[src/rtl/call_frame_ctl_pkg.sv]
// Shared encodings for the call-frame controller: decoder commands, error
// codes, FSM state encodings, and the operand-stack op/status codes.
// Also provides the helper that maps a stack status to a controller error.
package call_frame_ctl_pkg;

  localparam int unsigned CMD_W   = 3;
  localparam int unsigned ERR_W   = 3;
  localparam int unsigned OP_W    = 3;
  localparam int unsigned STAT_W  = 3;
  localparam int unsigned STATE_W = 2;

  // Decoder commands
  localparam logic [CMD_W-1:0] CMD_PUSH      = 3'd0;
  localparam logic [CMD_W-1:0] CMD_CALL      = 3'd1;
  localparam logic [CMD_W-1:0] CMD_RETURN    = 3'd2;
  localparam logic [CMD_W-1:0] CMD_LOCAL_GET = 3'd3;
  localparam logic [CMD_W-1:0] CMD_LOCAL_SET = 3'd4;

  // Completion error codes
  localparam logic [ERR_W-1:0] ERR_NONE            = 3'd0;
  localparam logic [ERR_W-1:0] ERR_FRAME_OVERFLOW  = 3'd1;
  localparam logic [ERR_W-1:0] ERR_FRAME_UNDERFLOW = 3'd2;
  localparam logic [ERR_W-1:0] ERR_ARITY           = 3'd3;
  localparam logic [ERR_W-1:0] ERR_BAD_LOCAL       = 3'd4;
  localparam logic [ERR_W-1:0] ERR_STACK           = 3'd5;

  // FSM states
  localparam logic [STATE_W-1:0] ST_IDLE    = 2'd0;
  localparam logic [STATE_W-1:0] ST_EXEC    = 2'd1;
  localparam logic [STATE_W-1:0] ST_RESTORE = 2'd2;
  localparam logic [STATE_W-1:0] ST_CHECK   = 2'd3;

  // Operand-stack opcodes
  localparam logic [OP_W-1:0] STK_OP_NONE                 = 3'd0;
  localparam logic [OP_W-1:0] STK_OP_PUSH                 = 3'd1;
  localparam logic [OP_W-1:0] STK_OP_POP                  = 3'd2;
  localparam logic [OP_W-1:0] STK_OP_INDEX_RESET          = 3'd3;
  localparam logic [OP_W-1:0] STK_OP_INDEX_RESET_AND_PUSH = 3'd4;
  localparam logic [OP_W-1:0] STK_OP_UNDERFLOW_GET        = 3'd5;
  localparam logic [OP_W-1:0] STK_OP_UNDERFLOW_SET        = 3'd6;

  // Operand-stack status codes
  localparam logic [STAT_W-1:0] STK_OK         = 3'd0;
  localparam logic [STAT_W-1:0] STK_OVERFLOW   = 3'd1;
  localparam logic [STAT_W-1:0] STK_UNDERFLOW  = 3'd2;
  localparam logic [STAT_W-1:0] STK_BAD_OFFSET = 3'd3;

  // Map the stack status seen in CHECK to the error reported for a command.
  function automatic logic [ERR_W-1:0] status_to_err(input logic [CMD_W-1:0]  c,
                                                     input logic [STAT_W-1:0] s);
    logic [ERR_W-1:0] e;
    e = ERR_STACK;
    if (s == STK_OK) begin
      e = ERR_NONE;
    end else if ((c == CMD_LOCAL_GET || c == CMD_LOCAL_SET) && s == STK_BAD_OFFSET) begin
      e = ERR_BAD_LOCAL;
    end
    return e;
  endfunction

endpackage

[src/rtl/call_frame_ctl_mem.sv]
// Frame stack storage: ENTRIES x DW register array, synchronous write,
// combinational read (the top module reads the current top entry).
// Ports: clk_i, wr_en_i/wr_addr_i/wr_data_i write port; rd_addr_i -> rd_data_o.
module call_frame_mem #(
  parameter int unsigned ENTRIES = 16,
  parameter int unsigned AW      = 4,
  parameter int unsigned DW      = 32
) (
  input  logic          clk_i,
  input  logic          wr_en_i,
  input  logic [AW-1:0] wr_addr_i,
  input  logic [DW-1:0] wr_data_i,
  input  logic [AW-1:0] rd_addr_i,
  output logic [DW-1:0] rd_data_o
);

  logic [DW-1:0] mem_q [ENTRIES];

  // Entries are only read after being written, so no reset is needed.
  always_ff @(posedge clk_i) begin
    if (wr_en_i) begin
      mem_q[wr_addr_i] <= wr_data_i;
    end
  end

  assign rd_data_o = mem_q[rd_addr_i];

endmodule

[src/rtl/call_frame_ctl.sv]
// Call-frame controller in front of the operand stack. Accepts PUSH / CALL /
// RETURN / LOCAL_GET / LOCAL_SET over cmd_valid/cmd_ready, keeps a private
// frame stack {return pc, underflow_limit, base_limit} and moves the stack's
// limit window on calls/returns so parameters become locals.
// Ports:
//   clk, reset (async, active-high)
//   cmd_valid/cmd_ready, cmd, cmd_arity, cmd_offset, cmd_data, cmd_pc : decoder side
//   done, err, rdata, ret_pc, frame_depth                              : completion
//   stk_op, stk_data, stk_offset, stk_underflow_limit, stk_base_limit  : to stack
//   stk_index, stk_out, stk_status                                     : from stack
module call_frame_ctl
  import call_frame_ctl_pkg::*;
#(
  parameter int unsigned WIDTH    = 8,
  parameter int unsigned DEPTH    = 7,
  parameter int unsigned FRAMES   = 4,
  parameter int unsigned PC_WIDTH = 16
) (
  input  logic                clk,
  input  logic                reset,
  input  logic                cmd_valid,
  output logic                cmd_ready,
  input  logic [2:0]          cmd,
  input  logic [DEPTH:0]      cmd_arity,
  input  logic [DEPTH:0]      cmd_offset,
  input  logic [WIDTH-1:0]    cmd_data,
  input  logic [PC_WIDTH-1:0] cmd_pc,
  output logic                done,
  output logic [2:0]          err,
  output logic [WIDTH-1:0]    rdata,
  output logic [PC_WIDTH-1:0] ret_pc,
  output logic [FRAMES:0]     frame_depth,
  output logic [2:0]          stk_op,
  output logic [WIDTH-1:0]    stk_data,
  output logic [DEPTH:0]      stk_offset,
  output logic [DEPTH:0]      stk_underflow_limit,
  output logic [DEPTH:0]      stk_base_limit,
  input  logic [DEPTH:0]      stk_index,
  input  logic [WIDTH-1:0]    stk_out,
  input  logic [2:0]          stk_status
);

  localparam int unsigned LW  = DEPTH + 1;
  localparam int unsigned FW  = FRAMES + 1;
  localparam int unsigned AW  = FRAMES;
  localparam int unsigned NFR = 1 << FRAMES;
  localparam int unsigned EW  = PC_WIDTH + 2 * LW;

  logic [STATE_W-1:0]  state_q,   state_d;
  logic [CMD_W-1:0]    cmd_q,     cmd_d;
  logic [ERR_W-1:0]    pend_q,    pend_d;
  logic [FW-1:0]       fp_q,      fp_d;
  logic [LW-1:0]       ulim_q,    ulim_d;
  logic [LW-1:0]       blim_q,    blim_d;
  logic [OP_W-1:0]     op_q,      op_d;
  logic [WIDTH-1:0]    sdata_q,   sdata_d;
  logic [LW-1:0]       soff_q,    soff_d;
  logic                done_q,    done_d;
  logic [ERR_W-1:0]    err_q,     err_d;
  logic [WIDTH-1:0]    rdata_q,   rdata_d;
  logic [PC_WIDTH-1:0] ret_pc_q,  ret_pc_d;
  logic                ready_q,   ready_d;

  logic                fr_we;
  logic [AW-1:0]       fr_waddr;
  logic [AW-1:0]       fr_raddr;
  logic [EW-1:0]       fr_wdata;
  logic [EW-1:0]       fr_rdata;
  logic [PC_WIDTH-1:0] fr_pc;
  logic [LW-1:0]       fr_ulim;
  logic [LW-1:0]       fr_blim;
  logic                accept;
  logic                frame_full;
  logic                frame_empty;
  logic                call_short;
  logic                ret_bad_arity;

  // Frame stack: written at fp, top entry lives at fp-1.
  assign fr_waddr = AW'(fp_q);
  assign fr_raddr = AW'(fp_q - FW'(1));
  assign fr_wdata = {cmd_pc, ulim_q, blim_q};
  assign fr_pc    = fr_rdata[EW-1 -: PC_WIDTH];
  assign fr_ulim  = fr_rdata[2*LW-1 -: LW];
  assign fr_blim  = fr_rdata[LW-1:0];

  call_frame_mem #(
    .ENTRIES (NFR),
    .AW      (AW),
    .DW      (EW)
  ) u_mem (
    .clk_i     (clk),
    .wr_en_i   (fr_we),
    .wr_addr_i (fr_waddr),
    .wr_data_i (fr_wdata),
    .rd_addr_i (fr_raddr),
    .rd_data_o (fr_rdata)
  );

  assign accept      = cmd_valid && ready_q;
  assign frame_full  = (fp_q == FW'(NFR));
  assign frame_empty = (fp_q == '0);

  // Not enough operands above the current window for the call's parameters;
  // done as "index < ulim + arity" in one extra bit so nothing wraps.
  assign call_short = ({1'b0, stk_index} < ({1'b0, ulim_q} + {1'b0, cmd_arity}));

  // A result count above 1 is never legal; 1 needs a value above the window.
  assign ret_bad_arity = (cmd_arity > LW'(1)) ||
                         ((cmd_arity == LW'(1)) && (stk_index == ulim_q));

  // Next-state and output logic.
  always_comb begin
    state_d  = state_q;
    cmd_d    = cmd_q;
    pend_d   = pend_q;
    fp_d     = fp_q;
    ulim_d   = ulim_q;
    blim_d   = blim_q;
    op_d     = STK_OP_NONE;
    sdata_d  = sdata_q;
    soff_d   = soff_q;
    done_d   = 1'b0;
    err_d    = err_q;
    rdata_d  = rdata_q;
    ret_pc_d = ret_pc_q;
    fr_we    = 1'b0;

    case (state_q)
      ST_IDLE: begin
        if (accept) begin
          // Pre-checks and the EXEC-cycle stack command are resolved here so
          // they are registered and stable for the whole EXEC cycle.
          state_d = ST_EXEC;
          cmd_d   = cmd;
          pend_d  = ERR_NONE;
          case (cmd)
            CMD_PUSH: begin
              op_d    = STK_OP_PUSH;
              sdata_d = cmd_data;
            end
            CMD_CALL: begin
              if (frame_full) begin
                pend_d = ERR_FRAME_OVERFLOW;
              end else if (call_short) begin
                pend_d = ERR_ARITY;
              end else begin
                fr_we  = 1'b1;
                fp_d   = fp_q + FW'(1);
                blim_d = stk_index - cmd_arity;
                ulim_d = stk_index;
              end
            end
            CMD_RETURN: begin
              if (frame_empty) begin
                pend_d = ERR_FRAME_UNDERFLOW;
              end else if (ret_bad_arity) begin
                pend_d = ERR_ARITY;
              end else begin
                soff_d  = blim_q;
                sdata_d = stk_out;
                op_d    = (cmd_arity == LW'(1)) ? STK_OP_INDEX_RESET_AND_PUSH
                                                : STK_OP_INDEX_RESET;
              end
            end
            CMD_LOCAL_GET: begin
              op_d   = STK_OP_UNDERFLOW_GET;
              soff_d = cmd_offset;
            end
            CMD_LOCAL_SET: begin
              op_d    = STK_OP_UNDERFLOW_SET;
              soff_d  = cmd_offset;
              sdata_d = cmd_data;
            end
            default: ;
          endcase
        end
      end

      ST_EXEC: begin
        // RETURN always takes the RESTORE cycle so its latency is fixed,
        // but only pops the frame when the pre-checks passed.
        if (cmd_q == CMD_RETURN) begin
          state_d = ST_RESTORE;
          if (pend_q == ERR_NONE) begin
            fp_d     = fp_q - FW'(1);
            ulim_d   = fr_ulim;
            blim_d   = fr_blim;
            ret_pc_d = fr_pc;
          end
        end else begin
          state_d = ST_CHECK;
        end
      end

      ST_RESTORE: begin
        state_d = ST_CHECK;
      end

      ST_CHECK: begin
        state_d = ST_IDLE;
        done_d  = 1'b1;
        if (pend_q != ERR_NONE) begin
          err_d = pend_q;
        end else begin
          err_d = status_to_err(cmd_q, stk_status);
          if (cmd_q == CMD_LOCAL_GET && stk_status == STK_OK) begin
            rdata_d = stk_out;
          end
        end
      end

      default: begin
        state_d = ST_IDLE;
      end
    endcase

    ready_d = (state_d == ST_IDLE);
  end

  // State and output registers.
  always_ff @(posedge clk or posedge reset) begin
    if (reset) begin
      state_q  <= ST_IDLE;
      cmd_q    <= CMD_PUSH;
      pend_q   <= ERR_NONE;
      fp_q     <= '0;
      ulim_q   <= '0;
      blim_q   <= '0;
      op_q     <= STK_OP_NONE;
      sdata_q  <= '0;
      soff_q   <= '0;
      done_q   <= 1'b0;
      err_q    <= ERR_NONE;
      rdata_q  <= '0;
      ret_pc_q <= '0;
      ready_q  <= 1'b1;
    end else begin
      state_q  <= state_d;
      cmd_q    <= cmd_d;
      pend_q   <= pend_d;
      fp_q     <= fp_d;
      ulim_q   <= ulim_d;
      blim_q   <= blim_d;
      op_q     <= op_d;
      sdata_q  <= sdata_d;
      soff_q   <= soff_d;
      done_q   <= done_d;
      err_q    <= err_d;
      rdata_q  <= rdata_d;
      ret_pc_q <= ret_pc_d;
      ready_q  <= ready_d;
    end
  end

  assign cmd_ready           = ready_q;
  assign done                = done_q;
  assign err                 = err_q;
  assign rdata               = rdata_q;
  assign ret_pc              = ret_pc_q;
  assign frame_depth         = fp_q;
  assign stk_op              = op_q;
  assign stk_data            = sdata_q;
  assign stk_offset          = soff_q;
  assign stk_underflow_limit = ulim_q;
  assign stk_base_limit      = blim_q;

endmodule
[config.mk]
export PLATFORM = sky130hd
export DESIGN_NAME = call_frame_ctl
export DESIGN_NICKNAME = d
export VERILOG_FILES = /design/src/rtl/call_frame_ctl_pkg.sv /design/src/rtl/call_frame_ctl_mem.sv /design/src/rtl/call_frame_ctl.sv
export SDC_FILE = /design/constraint.sdc
export NUM_CORES = 1
export LEC_CHECK = 0
export ABC_CLOCK_PERIOD_IN_PS = 4300
export CAP_MARGIN = 20
export CELL_PAD_IN_SITES_DETAIL_PLACEMENT = 0
export CELL_PAD_IN_SITES_GLOBAL_PLACEMENT = 1
export CORE_ASPECT_RATIO = 1.5
export CORE_MARGIN = 5
export CORE_UTILIZATION = 35
export DETAILED_ROUTE_END_ITERATION = 12
export PLACE_DENSITY_LB_ADDON = 0.25
export SLEW_MARGIN = 20
export SYNTH_ARGS = -nofsm -noshare
export SYNTH_HDL_FRONTEND = slang
export SYNTH_SLANG_ARGS = --single-unit
[constraint.sdc]
create_clock -name clk -period 4.3 [get_ports clk]
set_clock_uncertainty 0.2 [all_clocks]
set_input_delay 0.43 -clock clk [delete_from_list [all_inputs] [get_ports clk]]
set_output_delay 0.43 -clock clk [all_outputs]
set_load 0.1 [all_outputs]
==> flow_summary.json <==
{
  "status": "finished, final reports clean",
  "whs_ps": 60.4,
  "fillCellCount": 5920,
  "setup_viol": 0,
  "hold_class": "in2async",
  "path_clk_slew_ps": 70,
  "cts_sinks": 588,
  "numPlacedInstances": 2227,
  "detail-route-antenna-nets": 0,
  "critPathKind": "reg2reg",
  "root_buffer": "clkbuf_16",
  "gr-usage-all-layers_pct": 15.8,
  "nets": 1486,
  "p_per_area_nw_per_um2": 740,
  "synth_edf_count": 512,
  "drv_slew": 0,
  "synth_top_area_share_pct": 64.3,
  "maxSlewHeadroom_pct": 31.2,
  "slowest_delay_ps": 420,
  "ys_ff_latch": 588,
  "rsz0062_at_grt": "no",
  "synth_commonest_cells": "edfxtp_1 (512), mux4_2 (147), dfrtp_1 (75), mux2_2 (53)",
  "instances_no_fill": 2324,
  "maxCapViolCount": 0,
  "area_growth_syn_to_layout_pct": 21.6,
  "numCtsBuffers": 52,
  "yosysWarnings": 0,
  "place_ws_ps": -250,
  "synth_area_um2": 23900,
  "drt_iter0_markers": 887,
  "ir_worst_vdd_uv": 581,
  "synth_flop_cell": "edfxtp_1",
  "num_rows": 117,
  "port_buffers": 133,
  "ys_async_sr_fraction_pct": 12.9,
  "antenna_found_initial": 0,
  "cts_tree": "built",
  "wire_per_inst_um": 25.2,
  "die_y_um": 330,
  "cp_max_fo": 20,
  "ys_seq_area_share_pct": 72.3,
  "synth.most_common_cell": "edfxtp_1",
  "worst-path-buf-inv": 4,
  "period_minus_slack_ps": 4020,
  "vias_per_cell": 5.07,
  "syn_nets": 1265,
  "worstSkewPairLatency_ps": 600,
  "drive_gt1_share_pct": 28.6,
  "end_kind": "flip-flop",
  "h-tree-depth": 2,
  "synth_area_per_cell_um2": 20.5,
  "num_io_pins": 134,
  "dieArea_um2": 73700,
  "synth_cell_types": 61,
  "clockBufferDepth": 3,
  "finalHoldViolCount": 0,
  "leakage_nw": 9.71,
  "drt_drc_violations_left": 0,
  "drt_first_pass_iters": 5,
  "crit_family": "compound AO/OA/AOI/OAI gates",
  "grt_pass1_vias": 12700,
  "fin_ws_ps": 275,
  "core_um2": 67800,
  "num_antenna_cells": 0,
  "slowest_stage": "dfrtp_2",
  "cp-start-kind": "flip-flop",
  "grt_pass1_wl_um": 86800,
  "grt-ovfl-total": 0,
  "cp_common_cell": "buf_4",
  "hpwl_um": 41100,
  "wl_um": 58700,
  "synth_cells": 1168,
  "gp_congestion": 0.803,
  "required_ps": 4390,
  "timing.critical_path.cells": "ha_1 -> a21o_1 -> a21oi_2 -> nor2b_1 -> o21a_1 -> o41a_1 -> xnor2_1 -> ha_1 -> o21ai_0 -> a21oi_1 -> buf_4 -> nand4_1 -> buf_4 -> nor3b_1 -> buf_4 -> and2_4 -> buf_12",
  "grt_max_degree": 68,
  "clock.fmax_ghz": 0.248,
  "yosysTopAreaCell": "edfxtp_1",
  "synth.area.top_cells": "edfxtp_1 (64%), mux4_2 (14%), dfrtp_1 (7.9%)",
  "worst_pin_slew_ps": 1030,
  "initial_core_util_pct": 35.3,
  "arrival_ps": 4120,
  "die_x_um": 223,
  "min_period_over_period_pct": 93.6,
  "vias": 11800
}
[registers in the layout, summed over array words and instances, names as in the netlist, 5 cells and up]
signal               count
stk_offset               8
u_mem.mem_q            512
stk_underflow_limit      8
stk_data                 8
rdata                    8
frame_depth              5
ret_pc                  16
stk_base_limit           8
[worst register-to-register path, cell delays in order (launching register included)]
cell     delay [ps]
dfrtp_2         420
ha_1            270
a21o_1          200
a21oi_2         170
nor2b_1          70
o21a_1          190
o41a_1          320
xnor2_1         140
ha_1            270
o21ai_0          80
a21oi_1         200
buf_4           160
nand4_1          90
buf_4           200
nor3b_1         210
buf_4           170
and2_4          170
buf_12          180
[stage by stage]
stage	cell area [um^2]	TNS [ps]	total power, W	utilization, %
3_5_place_dp	27300	-86690	0.0169	40.2
6_report	29100	0	0.0215	42.9
4_1_cts	29100	0	0.0219	42.9
5_1_grt	29100	0	0.0225	42.9
3_3_place_gp	27300	-123720	0.0168	40.2
2_1_floorplan	23900	-2890	0.0139	-
[layer usage]
| layer | routed length [um] | vias up | global-route usage, % |
|---|---|---|---|
| li1 | - | 5230 | - |
| met1 | 24300 | 6234 | 20.3 |
| met2 | 30600 | 267 | 28.2 |
| met3 | 2550 | 61 | 2.57 |
| met4 | 1210 | 0 | 3.82 |
| met5 | 0 | - | 0 |
[placed cells by master (no fill, tap or decap), types with 5 or more instances in the layout]
cell,count
edfxtp_1,512
mux4_2,147
clkdlybuf4s50_1,132
dfrtp_1,70
mux2_2,53
clkbuf_16,52
buf_4,46
buf_12,40
a21oi_1,29
ha_1,29
nand2_1,26
nor2_1,20
mux2i_1,20
mux2_1,18
inv_1,17
xnor2_1,16
nor3_1,15
o22ai_1,13
o21ai_0,11
nor2b_1,9
a31oi_1,9
clkinv_2,9
bufinv_16,9
and2_4,8
o21ai_1,7
nand3_1,7
and2_2,7
clkbuf_1,7
xor2_1,6
nand2b_1,5
nor3b_1,5
inv_6,5
clkinvlp_4,5
[power by group]
group          internal, W  total [W]  leakage, nW  switching, W
combinational      0.00362    0.00930         3.29       0.00568
sequential         0.00688    0.00728         5.55      0.000401
clock              0.00280    0.00493        0.877       0.00213
[what timing repair did]
action                                  4_1_cts  5_1_grt
resized for setup                             0        1
buffers inserted                              0        0
endpoints found under the setup margin        0      365
hold buffers                                  0        0
[worst paths after layout]
path,slack [ps],endpoint,cells past startpoint,startpoint
max reg2reg,280,u_mem.mem_q[7][19],17,stk_underflow_limit[1]
min,60,ret_pc[13],2,reset
min in group clk,280,rdata[6],2,stk_out[6]
min reg2reg,290,stk_offset[3],1,stk_offset[3]
max in group asynchronous,3090,ret_pc[0],3,reset
max,280,u_mem.mem_q[7][19],17,stk_underflow_limit[1]
[area by class of cell]
class	count	area, um^2	share of cell area [%]
clock buffer	59	1330	4.57
clock inverter	38	492	1.69
inverter	18	70.1	0.241
multi-input combinational	511	6320	21.7
sequential	588	17300	59.5
tap	892	1120	3.84
timing repair buffer	218	2470	8.49
[kinds of logic after synthesis]
kind of cell	synth area share, %
AO/OA/AOI/OAI	2.58
XOR/XNOR	0.942
adder cells (fa/ha/maj)	1.74
buffers and inverters	1.61
flip-flops	72.3
multiplexers	18.3
AND/OR/NAND/NOR	2.60
No activity file was read; power rests on OpenSTA's default activity.
